`config.mk`:
```
export PLATFORM = sky130hd
export DESIGN_NAME = divider_unsigned_iter
export DESIGN_NICKNAME = d
export VERILOG_FILES = /design/src/rtl/divider_unsigned_iter.sv
export SDC_FILE = /design/constraint.sdc
export NUM_CORES = 1
export LEC_CHECK = 0
export CAP_MARGIN = 5
export CORE_UTILIZATION = 62
export DETAILED_ROUTE_END_ITERATION = 10
export GPL_TIMING_DRIVEN = 0
export PLACE_DENSITY = 0.87
export SKIP_CTS_REPAIR_TIMING = 1
export SYNTH_ARGS = -nofsm -noshare
export SYNTH_HDL_FRONTEND = slang
export SYNTH_SLANG_ARGS = --single-unit
```
`constraint.sdc`:
```
create_clock -name clk -period 17.2 [get_ports clk]
set_input_delay 3.44 -clock clk [delete_from_list [all_inputs] [get_ports clk]]
set_output_delay 3.44 -clock clk [all_outputs]
set_load 0.05 [all_outputs]
```
`src/rtl/divider_unsigned_iter.sv`:
```
// -----------------------------------------------------------------------------
// divider_unsigned_iter
//   Multi-cycle 32-bit integer divider. It uses restoring division and produces
//   one quotient bit per clock. Signed requests are divided on their magnitudes
//   and the signs are fixed up on the final iteration. The divider serves
//   DIV/DIVU/REM/REMU in the execute stage. Valid/ready handshakes on both sides
//   let the pipeline stall on it.
//
// Ports
//   clk        rising-edge clock
//   rst_n      synchronous reset, active-low
//   in_valid   request valid
//   in_ready   divider can accept a request (high only in IDLE)
//   is_signed  1 = two's-complement operands, 0 = unsigned
//   dividend   numerator
//   divisor    denominator
//   out_valid  result valid (high only in DONE)
//   out_ready  consumer accepts the result
//   quotient   result quotient
//   remainder  result remainder
//
// Also contains cla, the 32-bit carry-lookahead adder used for the trial
// subtraction.
// -----------------------------------------------------------------------------

module cla (
  input  logic [31:0] a,
  input  logic [31:0] b,
  input  logic        cin,
  output logic [31:0] sum
);
  logic [31:0] w_g;
  logic [31:0] w_p;
  logic [31:0] w_c;

  assign w_g    = a & b;
  assign w_p    = a ^ b;
  assign w_c[0] = cin;

  // 4-bit lookahead groups, rippled group to group. The carry out of the top
  // bit is not an output, so the last group stops at bit 31.
  for (genvar gi = 0; gi < 8; gi++) begin : g_grp
    localparam int B = 4 * gi;
    assign w_c[B+1] = w_g[B] | (w_p[B] & w_c[B]);
    assign w_c[B+2] = w_g[B+1] | (w_p[B+1] & w_g[B]) | (w_p[B+1] & w_p[B] & w_c[B]);
    assign w_c[B+3] = w_g[B+2] | (w_p[B+2] & w_g[B+1]) | (w_p[B+2] & w_p[B+1] & w_g[B])
                    | (w_p[B+2] & w_p[B+1] & w_p[B] & w_c[B]);
    if (gi < 7) begin : g_cout
      assign w_c[B+4] = w_g[B+3] | (w_p[B+3] & w_g[B+2]) | (w_p[B+3] & w_p[B+2] & w_g[B+1])
                      | (w_p[B+3] & w_p[B+2] & w_p[B+1] & w_g[B])
                      | (w_p[B+3] & w_p[B+2] & w_p[B+1] & w_p[B] & w_c[B]);
    end
  end

  assign sum = w_p ^ w_c;
endmodule

module divider_unsigned_iter #(
  parameter int WIDTH = 32
) (
  input  logic             clk,
  input  logic             rst_n,
  input  logic             in_valid,
  output logic             in_ready,
  input  logic             is_signed,
  input  logic [WIDTH-1:0] dividend,
  input  logic [WIDTH-1:0] divisor,
  output logic             out_valid,
  input  logic             out_ready,
  output logic [WIDTH-1:0] quotient,
  output logic [WIDTH-1:0] remainder
);
  if (WIDTH != 32) begin : g_bad_width
    $error("divider_unsigned_iter: WIDTH must be 32 to match cla");
  end

  typedef enum logic [1:0] {IDLE, BUSY, DONE} state_t;

  state_t           r_state;
  logic [WIDTH-1:0] r_dq;     // working dividend; quotient bits shift in at the LSB
  logic [WIDTH-1:0] r_dvs;    // divisor magnitude
  logic [WIDTH-1:0] r_rem;    // partial remainder
  logic [WIDTH-1:0] r_quot;
  logic [WIDTH-1:0] r_remo;
  logic [4:0]       r_count;
  logic             r_signed;
  logic             r_neg_q;
  logic             r_neg_r;
  logic             r_dvz;    // divisor was zero; result is already loaded
  logic             r_in_ready;
  logic             r_out_valid;

  function automatic logic [WIDTH-1:0] neg2c(input logic [WIDTH-1:0] x);
    return ~x + {{(WIDTH-1){1'b0}}, 1'b1};
  endfunction

  logic             w_dd_neg;
  logic             w_dv_neg;
  logic [WIDTH-1:0] w_abs_dd;
  logic [WIDTH-1:0] w_abs_dv;
  logic [WIDTH-1:0] w_shifted;
  logic [WIDTH-1:0] w_dvs_n;
  logic [WIDTH-1:0] w_diff;
  logic             w_hi;
  logic             w_c32;
  logic             w_ge;
  logic [WIDTH-1:0] w_rem_nxt;
  logic [WIDTH-1:0] w_q_nxt;
  logic [WIDTH-1:0] w_q_fix;
  logic [WIDTH-1:0] w_r_fix;

  assign w_dd_neg = is_signed & dividend[WIDTH-1];
  assign w_dv_neg = is_signed & divisor[WIDTH-1];
  assign w_abs_dd = w_dd_neg ? neg2c(dividend) : dividend;
  assign w_abs_dv = w_dv_neg ? neg2c(divisor) : divisor;

  assign w_shifted = {r_rem[WIDTH-2:0], r_dq[WIDTH-1]};
  assign w_hi      = r_rem[WIDTH-1];
  assign w_dvs_n   = ~r_dvs;

  cla u_cla (
    .a   (w_shifted),
    .b   (w_dvs_n),
    .cin (1'b1),
    .sum (w_diff)
  );

  // Carry out of the top bit, rebuilt from the MSB operands and the MSB of the
  // sum. A carry means shifted >= divisor. hi covers the 33rd bit of the
  // shifted remainder.
  assign w_c32 = (w_shifted[WIDTH-1] & ~r_dvs[WIDTH-1])
               | ((w_shifted[WIDTH-1] ^ ~r_dvs[WIDTH-1]) & ~w_diff[WIDTH-1]);
  assign w_ge      = w_hi | w_c32;
  assign w_rem_nxt = w_ge ? w_diff : w_shifted;
  assign w_q_nxt   = {r_dq[WIDTH-2:0], w_ge};

  assign w_q_fix = (r_signed & r_neg_q) ? neg2c(w_q_nxt) : w_q_nxt;
  assign w_r_fix = (r_signed & r_neg_r) ? neg2c(w_rem_nxt) : w_rem_nxt;

  always_ff @(posedge clk) begin
    if (!rst_n) begin
      r_state     <= IDLE;
      r_dq        <= '0;
      r_dvs       <= '0;
      r_rem       <= '0;
      r_quot      <= '0;
      r_remo      <= '0;
      r_count     <= '0;
      r_signed    <= 1'b0;
      r_neg_q     <= 1'b0;
      r_neg_r     <= 1'b0;
      r_dvz       <= 1'b0;
      r_in_ready  <= 1'b1;
      r_out_valid <= 1'b0;
    end else begin
      case (r_state)
        IDLE: begin
          if (in_valid) begin
            r_signed   <= is_signed;
            r_neg_q    <= w_dd_neg ^ w_dv_neg;
            r_neg_r    <= w_dd_neg;
            r_dq       <= w_abs_dd;
            r_dvs      <= w_abs_dv;
            r_rem      <= '0;
            r_count    <= '0;
            r_in_ready <= 1'b0;
            r_state    <= BUSY;
            // A zero divisor loads its fixed result now and spends a single
            // cycle in BUSY, so out_valid rises one edge after the accept.
            r_dvz      <= (divisor == '0);
            if (divisor == '0) begin
              r_quot <= '1;
              r_remo <= dividend;
            end
          end
        end
        BUSY: begin
          if (r_dvz) begin
            r_state     <= DONE;
            r_out_valid <= 1'b1;
          end else begin
            r_rem   <= w_rem_nxt;
            r_dq    <= w_q_nxt;
            r_count <= r_count + 5'd1;
            if (r_count == 5'd31) begin
              r_quot      <= w_q_fix;
              r_remo      <= w_r_fix;
              r_state     <= DONE;
              r_out_valid <= 1'b1;
            end
          end
        end
        DONE: begin
          if (out_ready) begin
            r_state     <= IDLE;
            r_out_valid <= 1'b0;
            r_in_ready  <= 1'b1;
          end
        end
        default: begin
          r_state     <= IDLE;
          r_out_valid <= 1'b0;
          r_in_ready  <= 1'b1;
        end
      endcase
    end
  end

  assign in_ready  = r_in_ready;
  assign out_valid = r_out_valid;
  assign quotient  = r_quot;
  assign remainder = r_remo;
endmodule

```
# After elaboration in Yosys (flattened, before gate mapping)
# Cells that the tools add are included.
# totals
reg_bits	173
inputBits	69
output_inout_bits	66
# classes
addsub	5
eq_ne	9
n_mux	36
bitwise	215
reduce_logical	9
# op_table
cell	count
$mux 32	17
$pmux 32 s2	4
$not 32->32	5
$add 32x1->32 const B	4
$and 1x1->1	123
$or 1x1->1	78
$xor 32x32->32	2
$logic_not 32->1	1
$and 31x31->31	1
$reduce_and 3->1	4
$mux 5	2
$ne 2x2->1 const B	5
$pmux 5 s2	1
$mux 2	4
$pmux 1 s3	2
$pmux 2 s3	1
$add 5x1->5 const B	1
$eq 5x5->1 const B	1
$mux 1	5
$reduce_and 5->1	1
$not 1->1	4
$ne 3x3->1 const B	1
$eq 2x1->1 const B	1
$eq 2x2->1 const B	1
4 further kinds	5

# Depth between registers and ports, before layout
# depth
depth_word	33
depth_mapped	27

# Cells and area by module
# A second synthesis with hierarchy kept.
# unflattened
cells_unflattened	1487
area_unflattened_um2	11353.4
# modules_own_cells
mod	n_inst	cells_per_inst	area_per_inst_um2
divider_unsigned_iter	1	1324	9968.3
cla	1	163	1385.1

# Worst setup path after synthesis
# OpenSTA, ideal clock, no wires.
# synth_path
path_type	input -> register
startpoint	in divisor[21]
endpoint	reg r_remo[29], in the netlist remainder[29]
setup_ns	0.058
t_arrival_ns	5.703
t_required_ns	17.142
path_slack_ns	11.438
path_stages	9
n_path_buf	0
cell_sequence	or4_1 -> or3_1 -> nor4_2 -> nand2_1 -> o31ai_2 -> nand2_1 -> or4_1 -> mux2i_1 -> o21a_1
# synth_via
elab_chain_len	3
# synth_lines
element	line	rtl
from (decl)	67	input logic [WIDTH-1:0] divisor,
$logic_not 32->1	171	if (divisor == '0) begin
$ne 2x2->1 (no source line)	--	
$reduce_and 5->1 (no source line)	--	
to (signal assigned)	173	r_remo <= dividend;
to (signal assigned)	187	r_remo <= w_r_fix;
to (decl)	84	logic [WIDTH-1:0] r_remo;
# No other way between the ends.
# A chain may end at the register's enable or synchronous reset.

# Worst setup path in the final report
# layout_path
startpoint	reg r_dvs[7]
endpoint	reg r_remo[30], in the netlist remainder[30]
# layout_via
elab_chain_len	31
word_cells_on_any_way	72
# layout_lines
element	line	rtl
from (decl)	81	logic [WIDTH-1:0] r_dvs;
from (signal assigned)	163	r_dvs <= w_abs_dv;
$not 32->32 (*)	119	assign w_dvs_n = ~r_dvs;
$xor 32x32->32	37	assign w_p = a ^ b;
$and 1x1->1, on equally long branches	49, 50, 51	
$or 1x1->1, or another cell as far along (2 in a row)	49	assign w_c[B+4] = w_g[B+3] | (w_p[B+3] & w_g[B+2]) | (w_p[B+3] & w_p[B+2] & w_g[B+1])
$or 1x1->1 or $and 1x1->1 (tied branches)	50, 51	
$or 1x1->1	51	| (w_p[B+3] & w_p[B+2] & w_p[B+1] & w_p[B] & w_c[B]);
$and 1x1->1	51	
$or 1x1->1	51	
(+14 left out)	--	
$or 1x1->1	133	assign w_ge = w_hi | w_c32;
$mux 32 (*)	134	assign w_rem_nxt = w_ge ? w_diff : w_shifted;
$not 32->32	94	return ~x + {{(WIDTH-1){1'b0}}, 1'b1};
$add 32x1->32	94	
$mux 32 (*)	138	assign w_r_fix = (r_signed & r_neg_r) ? neg2c(w_rem_nxt) : w_rem_nxt;
$mux 32 (*)	185	if (r_count == 5'd31) begin
$mux 32 (*)	178	if (r_dvz) begin
$pmux 32 s2 (*)	156	case (r_state)
# Mark *: on every way between the ends. The rest lies on a longest branch, timed or not. The select of a mux whose other input is x is not followed.

==> flow_metrics.env <==
export IMPL_run_status="completed"
export IMPL_gp_congestion=1.04
export IMPL_antenna_found_initial=0
export IMPL_ys_seq_elements=173
export IMPL_initialDrtViolationCount=1579
export IMPL_period_minus_slack_ps=7270
export IMPL_synth_area_leaders="dfxtp_1 30%, nor2_1 8.3%, a21oi_1 5.4%"
export IMPL_drt_wl_total_um=41000
export IMPL_yosysUniqueCellTypes=97
export IMPL_worstMarginPinSlew_ps=1180
export IMPL_place_area_um2=13300
export IMPL_dp_cells=1880
export IMPL_num_rows=49
export IMPL_yosysTopAreaCellShare=0.295
export IMPL_setup_tns_ps=0
export IMPL_synth_edf_count=0
export IMPL_syn_inst=1518
export IMPL_area_delta_synth_final_pct=19.0
export IMPL_ys_warnings_count=0
export IMPL_dieWidth_um=140
export IMPL_finalSetupViolations=0
export IMPL_async_flop_share=0
export IMPL_powerDensity_nw_per_um2=119
export IMPL_cts_htree_levels=4
export IMPL_synth_simple_area_share=0.227
export IMPL_grt_pass1_vias=11600
export IMPL_routedWlPerCell_um=21.4
export IMPL_synth_avg_cell_area_um2=7.73
export IMPL_multi_input_area_um2=7600
export IMPL_place_hpwl_um=31700
export IMPL_cts_sinks=173
export IMPL_hold_class="flip-flop to flip-flop"
export IMPL_start_util=0.642
export IMPL_synth_top_family_by_area="compound AO/OA/AOI/OAI gates"
export IMPL_grt_use_total=0.422
export IMPL_r2r_cells=27
export IMPL_final_cell_area_um2=14000
export IMPL_clk_latency_ps=450
export IMPL_via_per_inst=6.65
export IMPL_die_h_um=140
export IMPL_synth_mux_area_frac=0.0111
export IMPL_core_area_um2=18300
export IMPL_numCtsBuffers=17
export IMPL_cp_data_required_time_ps=17540
export IMPL_io_buffers=133
export IMPL_cts_root_buf="clkbuf_16"
export IMPL_clk_path_buf_depth=2
export IMPL_final_cells=1912
export IMPL_cp_arrival_ps=7620
export IMPL_yosys_most_used_dff="dfxtp_1"
export IMPL_drt_pass1_iter_count=8
export IMPL_die_area_um2=19500
export IMPL_worst_setup_path_type="flip-flop to flip-flop"
export IMPL_dp_slack_ps=10110
export IMPL_clkTransAtPathRegs_ps=80
export IMPL_yosysTopAreaCell="dfxtp_1"
export IMPL_drcViolationCount=0
export IMPL_critPathCaptureType="flip-flop"
export IMPL_worstSetupStartpointType="flip-flop"
export IMPL_num_vias=12700
export IMPL_syn_nets=1633
export IMPL_synth_adder_area_share=0.0542
export IMPL_p_leak_nw=5.16
export IMPL_grt_pass1_wl_um=63700
export IMPL_relSlewSlack=0.209
export IMPL_critPathMaxFanout=10
export IMPL_peakVddDrop_mv=0.0922
export IMPL_worstReg2RegStart="r_dvs[7]$_SDFFE_PN0P_"
export IMPL_synth_area_um2=11700
export IMPL_crit_slowest_cell="buf_1"
export IMPL_yosysSeqAreaShare=0.295
export IMPL_num_antenna_cells=0
export IMPL_io_pins=135
export IMPL_crit_start="r_dvs[7]$_SDFFE_PN0P_"
export IMPL_slowest_delay_ps=550
export IMPL_r2r_end="remainder[30]$_SDFFE_PN0P_"
export IMPL_setup_slack_ps=9930
export IMPL_fillers=1395
export IMPL_max_freq_ghz=0.137
export IMPL_final_max_slew_viol_count=0
export IMPL_crit_path_end="remainder[30]$_SDFFE_PN0P_"
export IMPL_reg2reg_slack_ps=9930
export IMPL_period_share=0.423
export IMPL_skew_ps=10.7
export IMPL_cts_tree="built"
export IMPL_nNetsFinal=1785
export IMPL_seq_area_um2=3460
export IMPL_grt_max_degree=21
export IMPL_grt_setup_unrepaired="false"
export IMPL_final_hold_violation_count=0
export IMPL_drive_gt1_frac=0.0660
export IMPL_gr_total_overflow=0
export IMPL_synth_xor_area_frac=0.0888
export IMPL_synth_compound_area_frac=0.267
export IMPL_drv_cap=0
export IMPL_postRouteAntennaNets=0
[final cells by class]
class / instances / share of cell area
plain buffers: 98 / 0.0323
clock buffers: 17 / 0.0305
clock inverters: 15 / 0.0135
inverters: 57 / 0.0154
multi-input cells: 1190 / 0.544
flip-flops and latches: 173 / 0.248
well taps: 229 / 0.0205
repair buffers: 133 / 0.0953
[synth_stat cells (all sizes together) (14+ instances only)]
master,n
nor4,14
nor2,260
o21ai,80
nand3,20
xor2,56
buf,31
ha,38
inv,56
a311oi,43
nand2,127
xnor2,63
o211ai,19
a22oi,23
or3,21
nand4,15
dfxtp,173
clkbuf,67
a211oi,59
a21oi,129
o31ai,23
nor3,30
[worst max-delay path, delay by kind of cell (launching register included)]
kind                       cells  cell delay (ps)
and+or+nand+nor                7             1890
buffers and inverters          9             1760
AOI/OAI and AO/OA              6             1400
adders and majority gates      3             1170
DFF                            1              400
muxes                          1              390
xor gates and xnor gates       1              120
[cells in the final DEF, fill, tap and decap left out, types with 18 or more instances in the layout]
cell	count
a211oi_1	58
a21oi_1	126
a22oi_1	23
a311oi_1	43
clkbuf_1	67
clkdlybuf4s50_1	133
dfxtp_1	173
ha_1	38
inv_1	54
nand2_1	126
nand3_1	19
nor2_1	260
nor3_1	29
o21ai_0	74
o31ai_1	18
or3_1	20
xnor2_1	63
xor2_1	56
[metal layers]
layer | wire length, µm | up-vias | part of all wire | global-route usage
li1 | - | 5760 | - | -
met1 | 16800 | 5960 | 0.41 | 0.573
met4 | 1920 | 0 | 0.047 | 0.214
met2 | 17200 | 847 | 0.42 | 0.619
met5 | 0 | - | 0 | 0
met3 | 5130 | 145 | 0.13 | 0.109
[power by group]
group	switching [W]	internal (W)
sequential	0.0000238	0.000421
combinational	0.000512	0.000297
clock	0.000203	0.000198
[sequential cells by signal, indices dropped and copies added (netlist names)]
name,cells
quotient,32
r_dq,32
r_dvs,32
r_rem,32
remainder,32
r_count,5
r_state,2
in_ready,1
out_valid,1
r_dvz,1
r_neg_q,1
r_neg_r,1
r_signed,1
[kinds of logic (layout without fill, tap and decap cells)]
group	count (synthesis)	after routing
flops	173	173
simple gates	562	562
mux	10	10
buf+inv	155	320
xor+xnor	119	119
fa+ha+maj	46	46
compound gates	453	453
[metrics by stage]
stage               utilization  hold slack, ps  total power (W)
detailed placement        0.731             453          0.00122
global route              0.764             500          0.00172
finish                    0.764             466          0.00166
CTS                       0.764             465          0.00162
global placement          0.731             452          0.00120
floorplan                     -             441          0.00102
[worst min-delay path by stage]
stage                                          start                         end  slack [ps]  depth (start not counted)
after floorplan                 r_neg_q$_SDFFE_PN0P_        r_neg_q$_SDFFE_PN0P_         440                          2
after global placement          r_neg_q$_SDFFE_PN0P_        r_neg_q$_SDFFE_PN0P_         450                          2
after detailed placement        r_neg_q$_SDFFE_PN0P_        r_neg_q$_SDFFE_PN0P_         450                          2
after CTS                       r_neg_q$_SDFFE_PN0P_        r_neg_q$_SDFFE_PN0P_         460                          2
after global routing      remainder[13]$_SDFFE_PN0P_  remainder[13]$_SDFFE_PN0P_         500                          2
final                           r_neg_q$_SDFFE_PN0P_        r_neg_q$_SDFFE_PN0P_         470                          2
(Power assumes the default switching activity.)
